[src/rtl/arm_run_pkg.sv]
// rtl/arm_run_pkg.sv - shared state encoding and defaults for the ARM run sequencer
package arm_run_pkg;

    typedef enum logic [2:0] {
        ST_IDLE   = 3'd0,
        ST_RESET  = 3'd1,
        ST_RUN    = 3'd2,
        ST_REPORT = 3'd3,
        ST_DONE   = 3'd4
    } state_t;

    localparam int CFG_FWD_BIT         = 0;
    localparam int DEF_RST_HOLD_CYCLES = 2;
    localparam int DEF_RUN_CYCLES      = 1000;

endpackage

[src/rtl/arm_cfg_picker.sv]
// rtl/arm_cfg_picker.sv - combinational finder of the next set mask bit above the current index
module arm_cfg_picker #(
    parameter int N = 2,
    parameter int W = 1
) (
    input  logic [N-1:0] mask,
    input  logic [W-1:0] cur,
    input  logic         from_none,
    output logic [W-1:0] nxt,
    output logic         has_next
);

    // Descending scan so the lowest qualifying index is the last to win.
    always_comb begin
        nxt      = '0;
        has_next = 1'b0;
        for (int i = N - 1; i >= 0; i--) begin
            if (mask[i] && (from_none || (W'(i) > cur))) begin
                nxt      = W'(i);
                has_next = 1'b1;
            end
        end
    end

endmodule

[src/rtl/arm_run_sequencer.sv]
// rtl/arm_run_sequencer.sv - sweeps core configurations, one bounded reset+run per config
module arm_run_sequencer
    import arm_run_pkg::*;
#(
    parameter int RST_HOLD_CYCLES = DEF_RST_HOLD_CYCLES,
    parameter int RUN_CYCLES      = DEF_RUN_CYCLES,
    parameter int NUM_CONFIGS     = 2,
    parameter int CNT_W           = 16,
    parameter int CFG_W           = (NUM_CONFIGS > 2) ? $clog2(NUM_CONFIGS) : 1
) (
    input  logic                   clk,
    input  logic                   rst,
    input  logic                   start,
    input  logic                   abort,
    input  logic [NUM_CONFIGS-1:0] cfg_mask,
    input  logic                   cpu_halt,
    output logic                   cpu_rst,
    output logic                   enable_forwarding,
    output logic [CFG_W-1:0]       cur_cfg,
    output logic                   busy,
    output logic                   result_valid,
    output logic [CFG_W-1:0]       result_cfg,
    output logic [CNT_W-1:0]       result_cycles,
    output logic                   result_halted,
    output logic                   done
);

    localparam int HOLD_W = (RST_HOLD_CYCLES > 1) ? $clog2(RST_HOLD_CYCLES) : 1;

    state_t                 state_q, state_d;
    logic [HOLD_W-1:0]      hold_q;
    logic [CNT_W-1:0]       cyc_q;
    logic [CFG_W-1:0]       cfg_q;
    logic [NUM_CONFIGS-1:0] mask_q;
    logic [CFG_W-1:0]       res_cfg_q;
    logic [CNT_W-1:0]       res_cyc_q;
    logic                   res_halt_q;

    logic                   in_idle;
    logic [NUM_CONFIGS-1:0] pick_mask;
    logic [CFG_W-1:0]       pick_nxt;
    logic                   pick_has;
    logic                   run_last;

    // In IDLE the mask is not latched yet, so the first pick looks at the live port.
    assign in_idle   = (state_q == ST_IDLE);
    assign pick_mask = in_idle ? cfg_mask : mask_q;
    assign run_last  = (cyc_q == CNT_W'(RUN_CYCLES - 1));

    arm_cfg_picker #(
        .N (NUM_CONFIGS),
        .W (CFG_W)
    ) u_picker (
        .mask      (pick_mask),
        .cur       (cfg_q),
        .from_none (in_idle),
        .nxt       (pick_nxt),
        .has_next  (pick_has)
    );

    always_ff @(posedge clk or negedge rst) begin
        if (!rst) begin
            state_q <= ST_IDLE;
        end else begin
            state_q <= state_d;
        end
    end

    always_comb begin
        state_d = state_q;
        case (state_q)
            ST_IDLE:   if (start) state_d = pick_has ? ST_RESET : ST_DONE;
            ST_RESET:  if (hold_q == HOLD_W'(RST_HOLD_CYCLES - 1)) state_d = ST_RUN;
            ST_RUN:    if (cpu_halt || run_last) state_d = ST_REPORT;
            ST_REPORT: state_d = pick_has ? ST_RESET : ST_DONE;
            ST_DONE:   state_d = ST_IDLE;
            default:   state_d = ST_IDLE;
        endcase
        if (abort && !in_idle) state_d = ST_IDLE;
    end

    always_ff @(posedge clk or negedge rst) begin
        if (!rst) begin
            hold_q     <= '0;
            cyc_q      <= '0;
            cfg_q      <= '0;
            mask_q     <= '0;
            res_cfg_q  <= '0;
            res_cyc_q  <= '0;
            res_halt_q <= 1'b0;
        end else begin
            hold_q <= (state_q == ST_RESET) ? hold_q + 1'b1 : '0;
            cyc_q  <= (state_q == ST_RUN)   ? cyc_q + 1'b1  : '0;
            if (in_idle && start) mask_q <= cfg_mask;
            // Config only moves on entry to RESET, so forwarding never toggles while the core runs.
            if (state_d == ST_RESET && state_q != ST_RESET) cfg_q <= pick_nxt;
            if (state_q == ST_RUN && state_d == ST_REPORT) begin
                res_cfg_q  <= cfg_q;
                res_cyc_q  <= cyc_q + 1'b1;
                res_halt_q <= cpu_halt;
            end
        end
    end

    assign cpu_rst           = (state_q != ST_RUN);
    assign busy              = !in_idle;
    assign result_valid      = (state_q == ST_REPORT);
    assign done              = (state_q == ST_DONE);
    assign cur_cfg           = cfg_q;
    assign enable_forwarding = cfg_q[CFG_FWD_BIT];
    assign result_cfg        = res_cfg_q;
    assign result_cycles     = res_cyc_q;
    assign result_halted     = res_halt_q;

endmodule

[config.mk]
export PLATFORM = sky130hd
export DESIGN_NAME = arm_run_sequencer
export DESIGN_NICKNAME = d
export VERILOG_FILES = /design/src/rtl/arm_run_pkg.sv /design/src/rtl/arm_cfg_picker.sv /design/src/rtl/arm_run_sequencer.sv
export SDC_FILE = /design/constraint.sdc
export NUM_CORES = 1
export LEC_CHECK = 0
export BUFFER_PORTS_ARGS = -buffer_cell sky130_fd_sc_hd__buf_2
export CAP_MARGIN = 30
export CORE_MARGIN = 4
export CORE_UTILIZATION = 45
export CTS_BUF_LIST = sky130_fd_sc_hd__clkbuf_4
export CTS_CLUSTER_DIAMETER = 40
export CTS_CLUSTER_SIZE = 40
export DETAILED_ROUTE_END_ITERATION = 16
export GPL_TIMING_DRIVEN = 0
export PLACE_DENSITY_LB_ADDON = 0.1
export SYNTH_ARGS = -nofsm -noshare
export SYNTH_HDL_FRONTEND = slang
export SYNTH_SLANG_ARGS = --single-unit
[constraint.sdc]
create_clock -name clk -period 2.36 [get_ports clk]
set_clock_uncertainty 0.05 [all_clocks]
set_input_delay 0.118 -clock clk [delete_from_list [all_inputs] [get_ports clk]]
set_output_delay 0.118 -clock clk [all_outputs]
set_load 0.005 [all_outputs]
==> results of run 1 <==
## placed cells by master, fill, tap and decap left out, types with 2 or more instances in the layout
master and instances:
o21ai_0 6, dlygate4sd3_1 4, nor2_1 21, o21ai_2 9, nor4b_1 2, nand2_1 25
buf_2 32, buf_4 2, nor3_1 2, and4_1 2, nand4_1 3, nand3_1 8
dfrtp_1 40, o21ai_1 4, xnor2_1 5, mux2_2 2, buf_6 2, clkbuf_4 6
xor2_1 9, inv_1 2, a21oi_1 3, or4_1 2
## per-stage QoR
stage / setup WS, ps / power (mW) / utilization, %
2_1_floorplan: 531.0 / 1.206 / -
3_3_place_gp: 345.1 / 1.399 / 52.91
3_5_place_dp: 356.2 / 1.422 / 52.91
4_1_cts: 217.6 / 1.884 / 56.12
5_1_grt: 52.91 / 2.003 / 56.12
6_report: 246.5 / 1.860 / 56.12
## report_power, final
group / switching, mW / internal, mW / total (mW)
registers: 0.0854 / 0.827 / 0.912
logic: 0.244 / 0.245 / 0.489
clock network: 0.226 / 0.234 / 0.459
## how the worst max path moves through the flow
stage | end | cells after the start
final | cpu_rst | 5
after global routing | cpu_rst | 5
after CTS | cpu_rst | 5
after detailed placement | result_cycles[8] | 6
after global placement | result_cycles[5] | 6
after floorplan | result_cfg | 4
## cell usage after synthesis, types with 2 or more instances
| library cell | instances |
|---|---|
| a21oi_1 | 3 |
| and4_1 | 2 |
| buf_2 | 2 |
| buf_4 | 2 |
| buf_6 | 2 |
| dfrtp_1 | 40 |
| inv_1 | 2 |
| mux2_2 | 2 |
| nand2_1 | 25 |
| nand3_1 | 8 |
| nand4_1 | 3 |
| nor2_1 | 21 |
| nor3_1 | 2 |
| nor4b_1 | 2 |
| o21ai_0 | 6 |
| o21ai_1 | 4 |
| o21ai_2 | 9 |
| or4_1 | 2 |
| xnor2_1 | 5 |
| xor2_1 | 9 |
## cells by family (layout without fill, tap and decap cells)
group | after synthesis | count (layout) | share of synthesized area [%]
compound gates | 23 | 23 | 8.552
mux | 3 | 3 | 2.120
buf+inv | 10 | 52 | 3.533
fa+ha+maj | 1 | 1 | 0.7066
xor+xnor | 14 | 14 | 6.926
simple gates | 77 | 77 | 21.63
flops | 40 | 40 | 56.54
## timing repair
action / 4_1_cts / 5_1_grt
endpoints found under the hold margin: 43 / 0
gates resized for setup: 0 / 0
hold buffers: 4 / 0
## worst max-delay path, cell delays in order, from the launching register on
cell,delay [ps]
dfrtp_1,330
clkbuf_1,270
or3b_1,160
buf_2,190
buf_1,420
buf_2,210
## cell type report
class / instances / share of cell area (%)
clock inverter: 2 / 1.668
clock buffer: 6 / 2.144
inverter: 2 / 0.3574
tap: 48 / 2.859
multi-input combinational: 118 / 33.65
buffer: 8 / 2.621
timing repair buffer: 34 / 9.053
sequential: 40 / 47.65
## routing by layer
| metal | share of wire (%) | routed length [microns] | GRT usage, % | up-vias |
|---|---|---|---|---|
| met5 | 0 | 0 | 0 | - |
| met4 | 2.1 | 75 | 8.142 | 0 |
| met3 | 5.0 | 181 | 3.409 | 12 |
| met2 | 50 | 1778 | 26.47 | 34 |
| met1 | 43 | 1552 | 20.39 | 643 |
| li1 | - | - | - | 648 |
## flip-flops by register name (all words and copies together), names as in the netlist
signal,flops
cur_cfg,1
cyc_q,16
hold_q,1
mask_q,1
result_cfg,1
result_cycles,16
result_halted,1
state_q,3
==> impl_metrics.env, run 1 <==
export IMPL_run_status="finished, final reports clean"
export IMPL_portBuffers=30
export IMPL_area_growth_syn_to_layout_pct=18.66
export IMPL_grt_max_degree=41
export IMPL_drc=0
export IMPL_firstDrtPassIters=4
export IMPL_nNetsFinal=217
export IMPL_synth_top_area_share_pct=56.54
export IMPL_htreeDepth=2
export IMPL_maxSlewViolCount=0
export IMPL_num_vias=1337
export IMPL_hold_end="cur_cfg"
export IMPL_tns_ps=0
export IMPL_async_flop_share_pct=100.0
export IMPL_relSlewSlack_pct=42.08
export IMPL_hold_viol=0
export IMPL_hold_start="cfg_mask[0]"
export IMPL_dieArea_sq_um=5002
export IMPL_dpl_cell_area_sq_um=1981
export IMPL_die_h_microns=70.73
export IMPL_cp_start_kind="register"
export IMPL_synth_cell_types=37
export IMPL_root_buffer="clkbuf_4"
export IMPL_first_global_vias=1416
export IMPL_dp_cells=246
export IMPL_whs_ps=2.888
export IMPL_reg2reg_to="result_cycles[8]"
export IMPL_numClockSinks=40
export IMPL_critPathArrivalTime_ps=1950
export IMPL_worstSetupStartpoint="state_q[0]"
export IMPL_clock_path_buffers=2
export IMPL_clock_latency_ps=360
export IMPL_synth_area_leaders="dfrtp_1, nand2_1, nor2_1, o21ai_2, xor2_1"
export IMPL_p_per_area_nw_per_um2=885.5
export IMPL_r2r_start="cyc_q[3]"
export IMPL_ys_flop_type="dfrtp_1"
export IMPL_drt_iter0_markers=56
export IMPL_rsz0062_at_grt="no"
export IMPL_synth_nets=176
export IMPL_ys_seq_elements=40
export IMPL_post_cts_buffers=0
export IMPL_grtUsageTotal_pct=16.22
export IMPL_row_count=22
export IMPL_multi_input_area_sq_um=706.9
export IMPL_fin_area_sq_um=2101
export IMPL_antenna_found_initial=0
export IMPL_synth_edf_count=0
export IMPL_final_seq_area_sq_um=1001
export IMPL_grt_ovfl_total=0
export IMPL_worst_setup_path_end_kind="primary output"
export IMPL_synth_cells=168
export IMPL_synth_area_sq_um=1770
export IMPL_max_freq_mhz=473.1
export IMPL_required_ps=2190
export IMPL_start_util_pct=47.29
export IMPL_layout_drive_gt1_share_pct=28.10
export IMPL_postRouteAntennaNets=0
export IMPL_avgSynthCellArea_sq_um=10.54
export IMPL_fin_crit_sh_pct=89.56
export IMPL_routedWlPerCell_microns=13.90
export IMPL_cap_viol_max_count=0
export IMPL_ioPinCount=31
export IMPL_globalplace_congestion=0.8275
export IMPL_seq_area_frac_synth_pct=56.54
export IMPL_crit_type="reg -> out"
export IMPL_crit_fanout=10
export IMPL_synth_warnings=0
export IMPL_min_period_ps=2114
export IMPL_fp_dieW_microns=70.73
export IMPL_setup_violations_final=0
export IMPL_r2r_cells=6
export IMPL_min_path_cells=4
export IMPL_fill_cells=356
export IMPL_postRouteWirelength_microns=3587
export IMPL_cts_buffers=5
export IMPL_fin_cells=258
export IMPL_cts_tree="yes"
export IMPL_worst_pin_slew_ps=868.8
export IMPL_hold_path_class="in -> reg"
export IMPL_synth_top_area_cell="dfrtp_1"
export IMPL_antennaDiodeCount=0
export IMPL_dp_hpwl_microns=2600
export IMPL_vdd_drop_max_uv=552.4
export IMPL_r2r_slack_ps=350
export IMPL_core_sq_um=3744
export IMPL_p_leak_nw=0.9920
export IMPL_path_clk_slew_ps=110
export IMPL_viasPerCell=5.182
export IMPL_grt_pass1_wl_microns=6361
Note: power is estimated with default switching activity, not from simulation.
==> run 2, diff against run 1 <==
REMOVE_ABC_BUFFERS = 1   (was default)
SLEW_MARGIN = 30   (was default)
==> impl_metrics.env, run 2 (synthesized netlist as in run 1, its figures left out) <==
export IMPL_run_status="finished, final reports clean"
export IMPL_setup_violations_final=0
export IMPL_maxSlewViolCount=0
export IMPL_vdd_drop_max_uv=348.2
export IMPL_p_leak_nw=0.9658
export IMPL_routedWlPerCell_microns=13.22
export IMPL_layout_drive_gt1_share_pct=26.60
export IMPL_fp_dieW_microns=70.73
export IMPL_min_path_cells=4
export IMPL_worst_pin_slew_ps=498.5
export IMPL_postRouteAntennaNets=0
export IMPL_post_cts_buffers=0
export IMPL_p_per_area_nw_per_um2=831.8
export IMPL_whs_ps=34.28
export IMPL_worst_setup_path_end_kind="register"
export IMPL_dpl_cell_area_sq_um=1933
export IMPL_tns_ps=0
export IMPL_core_sq_um=3744
export IMPL_rsz0062_at_grt="no"
export IMPL_num_vias=1314
export IMPL_start_util_pct=47.29
export IMPL_dp_cells=238
export IMPL_hold_viol=0
export IMPL_min_period_ps=2218
export IMPL_r2r_slack_ps=140
export IMPL_cts_tree="yes"
export IMPL_fin_cells=251
export IMPL_viasPerCell=5.235
export IMPL_cap_viol_max_count=0
export IMPL_fin_ws_ps=142.5
export IMPL_crit_type="reg -> reg"
export IMPL_max_freq_mhz=451.0
export IMPL_power_total_mw=1.711
export IMPL_antennaDiodeCount=0
export IMPL_reg2reg_to="result_cfg"
export IMPL_grt_ovfl_total=0
export IMPL_crit_fanout=22
export IMPL_fin_crit_sh_pct=93.96
export IMPL_numClockSinks=40
export IMPL_worstSetupStartpoint="cyc_q[3]"
export IMPL_dieArea_sq_um=5002
export IMPL_clock_latency_ps=340
export IMPL_hold_start="cfg_mask[0]"
export IMPL_antenna_found_initial=0
export IMPL_preCtsSetupSlack_ps=18.01
export IMPL_cts_buffers=5
export IMPL_postRouteWirelength_microns=3317
export IMPL_relSlewSlack_pct=66.51
export IMPL_cp_start_kind="register"
export IMPL_grt_max_degree=41
export IMPL_firstDrtPassIters=4
export IMPL_first_global_vias=1310
export IMPL_ioPinCount=31
export IMPL_drc=0
export IMPL_grt_pass1_wl_microns=5927
export IMPL_critPathArrivalTime_ps=2410
export IMPL_htreeDepth=2
export IMPL_globalplace_congestion=0.7718
export IMPL_dp_hpwl_microns=2254
export IMPL_clock_path_buffers=2
export IMPL_hold_path_class="in -> reg"
export IMPL_hold_end="cur_cfg"
export IMPL_fin_area_sq_um=2057
export IMPL_grtUsageTotal_pct=14.95
export IMPL_required_ps=2550
export IMPL_portBuffers=30
export IMPL_r2r_cells=5
export IMPL_drt_iter0_markers=37
export IMPL_nNetsFinal=210
export IMPL_r2r_start="cyc_q[3]"
export IMPL_root_buffer="clkbuf_4"
export IMPL_path_clk_slew_ps=120
export IMPL_row_count=22
export IMPL_die_h_microns=70.73
export IMPL_final_common_cell="dfrtp_1"
export IMPL_area_growth_syn_to_layout_pct=16.18
export IMPL_final_util_pct=54.95
export IMPL_most_common_layout_cells="dfrtp_1, buf_2, nand2_1"
## run 2: worst max-delay path by stage
stage / end / slack [ps]
global placement: result_cfg / -140
floorplan: result_cfg / 190
detailed placement: result_cfg / 20
finish: result_cfg / 140
CTS: result_cfg / 50
global route: result_cfg / 60
## run 2: area by class of cell
| class | count | area (sq um) |
|---|---|---|
| Clock buffer | 5 | 37.54 |
| Clock inverter | 3 | 13.76 |
| Fill cell | 357 | 1687 |
| Inverter | 2 | 7.507 |
| Multi-Input combinational cell | 118 | 716.9 |
| Sequential cell | 40 | 1001 |
| Tap cell | 48 | 60.06 |
| Timing Repair Buffer | 35 | 220.2 |
## run 2: metal layers
| layer | vias to the layer above | GRT usage, % | wire (microns) |
|---|---|---|---|
| met5 | - | 0 | 0 |
| met4 | 0 | 6.263 | 48 |
| met3 | 7 | 4.972 | 192 |
| met2 | 37 | 24.30 | 1636 |
| met1 | 628 | 18.24 | 1439 |
| li1 | 642 | - | - |
## run 2: timing repair
item,CTS,global route
setup endpoints to repair,1,1
gates resized for setup,1,1
hold buffers,4,0
pin swaps,0,0
endpoints found under the hold margin,43,0
## run 2: critical path, stage by stage, from the launching register on
cell,delay [ps]
dfrtp_1,460
or4_1,560
nor4_2,360
o21ai_4,190
buf_16,200
mux2_4,290
## run 2: power breakdown
| group | internal [mW] | total [mW] | switching, mW |
|---|---|---|---|
| registers | 0.827 | 0.932 | 0.105 |
| logic | 0.232 | 0.456 | 0.224 |
| clock network | 0.109 | 0.323 | 0.214 |
| total | 1.17 | 1.71 | 0.543 |
==> run 3, diff against run 2 <==
CORE_UTILIZATION = 30   (was 45)
clock period = 2.35 ns   (was 2.36 ns; I/O delays follow)
==> impl_metrics.env, run 3 (synthesized netlist as in run 1, its figures left out) <==
export IMPL_fp_dieW_microns=84.82
export IMPL_maxSlewViolCount=0
export IMPL_r2r_start="cyc_q[3]"
export IMPL_postRouteWirelength_microns=3517
export IMPL_final_util_pct=37.35
export IMPL_path_clk_slew_ps=120
export IMPL_numClockSinks=40
export IMPL_rsz0062_at_grt="no"
export IMPL_min_path_cells=4
export IMPL_final_common_cell="dfrtp_1"
export IMPL_cp_depth=5
export IMPL_dp_cells=263
export IMPL_p_leak_nw=0.9648
export IMPL_globalplace_congestion=0.7539
export IMPL_die_h_microns=84.82
export IMPL_antennaDiodeCount=0
export IMPL_vdd_drop_max_uv=322.0
export IMPL_grt_max_degree=41
export IMPL_relSlewSlack_pct=66.23
export IMPL_crit_fanout=20
export IMPL_hold_start="cfg_mask[0]"
export IMPL_htreeDepth=2
export IMPL_crit_type="reg -> reg"
export IMPL_max_freq_mhz=456.2
export IMPL_dieArea_sq_um=7194
export IMPL_reg2reg_to="result_cfg"
export IMPL_worst_pin_slew_ps=506.6
export IMPL_setup_violations_final=0
export IMPL_r2r_cells=5
export IMPL_clock_path_buffers=2
export IMPL_area_growth_syn_to_layout_pct=18.30
export IMPL_clock_latency_ps=340
export IMPL_first_global_vias=1326
export IMPL_r2r_slack_ps=160
export IMPL_multi_input_area_sq_um=725.7
export IMPL_hold_viol=0
export IMPL_grtUsageTotal_pct=10.73
export IMPL_critPathArrivalTime_ps=2380
export IMPL_fin_cells=274
export IMPL_min_period_ps=2192
export IMPL_layout_drive_gt1_share_pct=26.73
export IMPL_grt_pass1_wl_microns=6196
export IMPL_crit_buf_inv=1
export IMPL_fin_crit_sh_pct=93.28
export IMPL_cts_buffers=5
export IMPL_start_util_pct=31.57
export IMPL_firstDrtPassIters=4
export IMPL_drc=0
export IMPL_cts_tree="yes"
export IMPL_cp_slowest_cell="or4_1"
export IMPL_final_seq_area_sq_um=1001
export IMPL_hold_path_class="in -> reg"
export IMPL_worstPathCellList="or4_1, nor4_4, o21ai_4, buf_16, mux2_4"
export IMPL_dp_hpwl_microns=2518
export IMPL_row_count=27
export IMPL_power_total_mw=1.725
export IMPL_worst_setup_path_end_kind="register"
export IMPL_required_ps=2540
export IMPL_root_buffer="clkbuf_4"
export IMPL_drt_iter0_markers=82
export IMPL_nNetsFinal=210
export IMPL_critPathMaxStageDelay_ps=590
export IMPL_grt_ovfl_total=0
export IMPL_routedWlPerCell_microns=12.84
export IMPL_portBuffers=30
export IMPL_cp_top_family="simple AND/OR/NAND/NOR gates"
export IMPL_viasPerCell=4.635
export IMPL_run_status="finished, final reports clean"
export IMPL_ioPinCount=31
export IMPL_hold_end="cur_cfg"
export IMPL_postRouteAntennaNets=0
export IMPL_most_common_layout_cells="dfrtp_1, buf_2, nand2_1"
export IMPL_cp_start_kind="register"
export IMPL_cap_viol_max_count=0
export IMPL_post_cts_buffers=0
export IMPL_antenna_found_initial=0
export IMPL_num_vias=1270
export IMPL_fill_cells=600
export IMPL_core_sq_um=5608
export IMPL_p_per_area_nw_per_um2=823.8
## run 3: cell count changes in the layout (fill, tap and decap cells not counted), sizes merged
cell	change
clkinv	-2
clkbuf	+1
## run 3: worst max-delay path by stage
stage          startpoint          to  slack (ps)
4_1_cts        state_q[1]  result_cfg         0.9
3_5_place_dp   state_q[2]  result_cfg         -20
5_1_grt          cyc_q[3]  result_cfg          40
3_3_place_gp     cyc_q[0]  result_cfg        -200
2_1_floorplan    cyc_q[0]  result_cfg         180
6_report         cyc_q[3]  result_cfg         160
## run 3: timing repair
| action | CTS | global route |
|---|---|---|
| gates resized for setup | 1 | 2 |
| hold endpoints to repair | 43 | 0 |
| setup endpoints to repair | 1 | 1 |
| hold buffers | 4 | 0 |
## run 3: final cells by class
type / count / area share (%)
timing repair buffer: 35 / 10.51
multi-input combinational: 118 / 34.65
tap: 72 / 4.301
sequential: 40 / 47.79
inverter: 2 / 0.3584
clock buffer: 6 / 2.151
clock inverter: 1 / 0.2389
## run 3: per-stage QoR
stage,setup TNS (ps),setup slack [ps],cell area [sq um],hold slack [ps]
6_report,0,157.9,2095,32.69
5_1_grt,0,35.53,2095,59.96
4_1_cts,0,0.8722,2081,23.42
3_5_place_dp,-22.08,-22.08,1991,255.5
3_3_place_gp,-1697,-201.9,1956,230.1
2_1_floorplan,0,175.4,1715,-228.1
## run 3: layer usage
layer / up-vias / part of all wire, % / global-route usage, %
li1: 631 / - / -
met1: 611 / 45 / 12.87
met2: 22 / 48 / 17.86
met3: 6 / 4.8 / 3.689
met4: 0 / 1.7 / 3.885
met5: - / 0 / 0
## run 3: power by group
| part | internal [mW] | switching, mW |
|---|---|---|
| Combinational | 0.233 | 0.224 |
| Clock | 0.122 | 0.211 |
| Sequential | 0.830 | 0.105 |
| Total | 1.19 | 0.540 |
## run 3: worst register-to-register path: stages, from the launching register on
cell and delay (ps):
dfrtp_1 440, or4_1 590, nor4_4 330, o21ai_4 180, buf_16 210, mux2_4 300
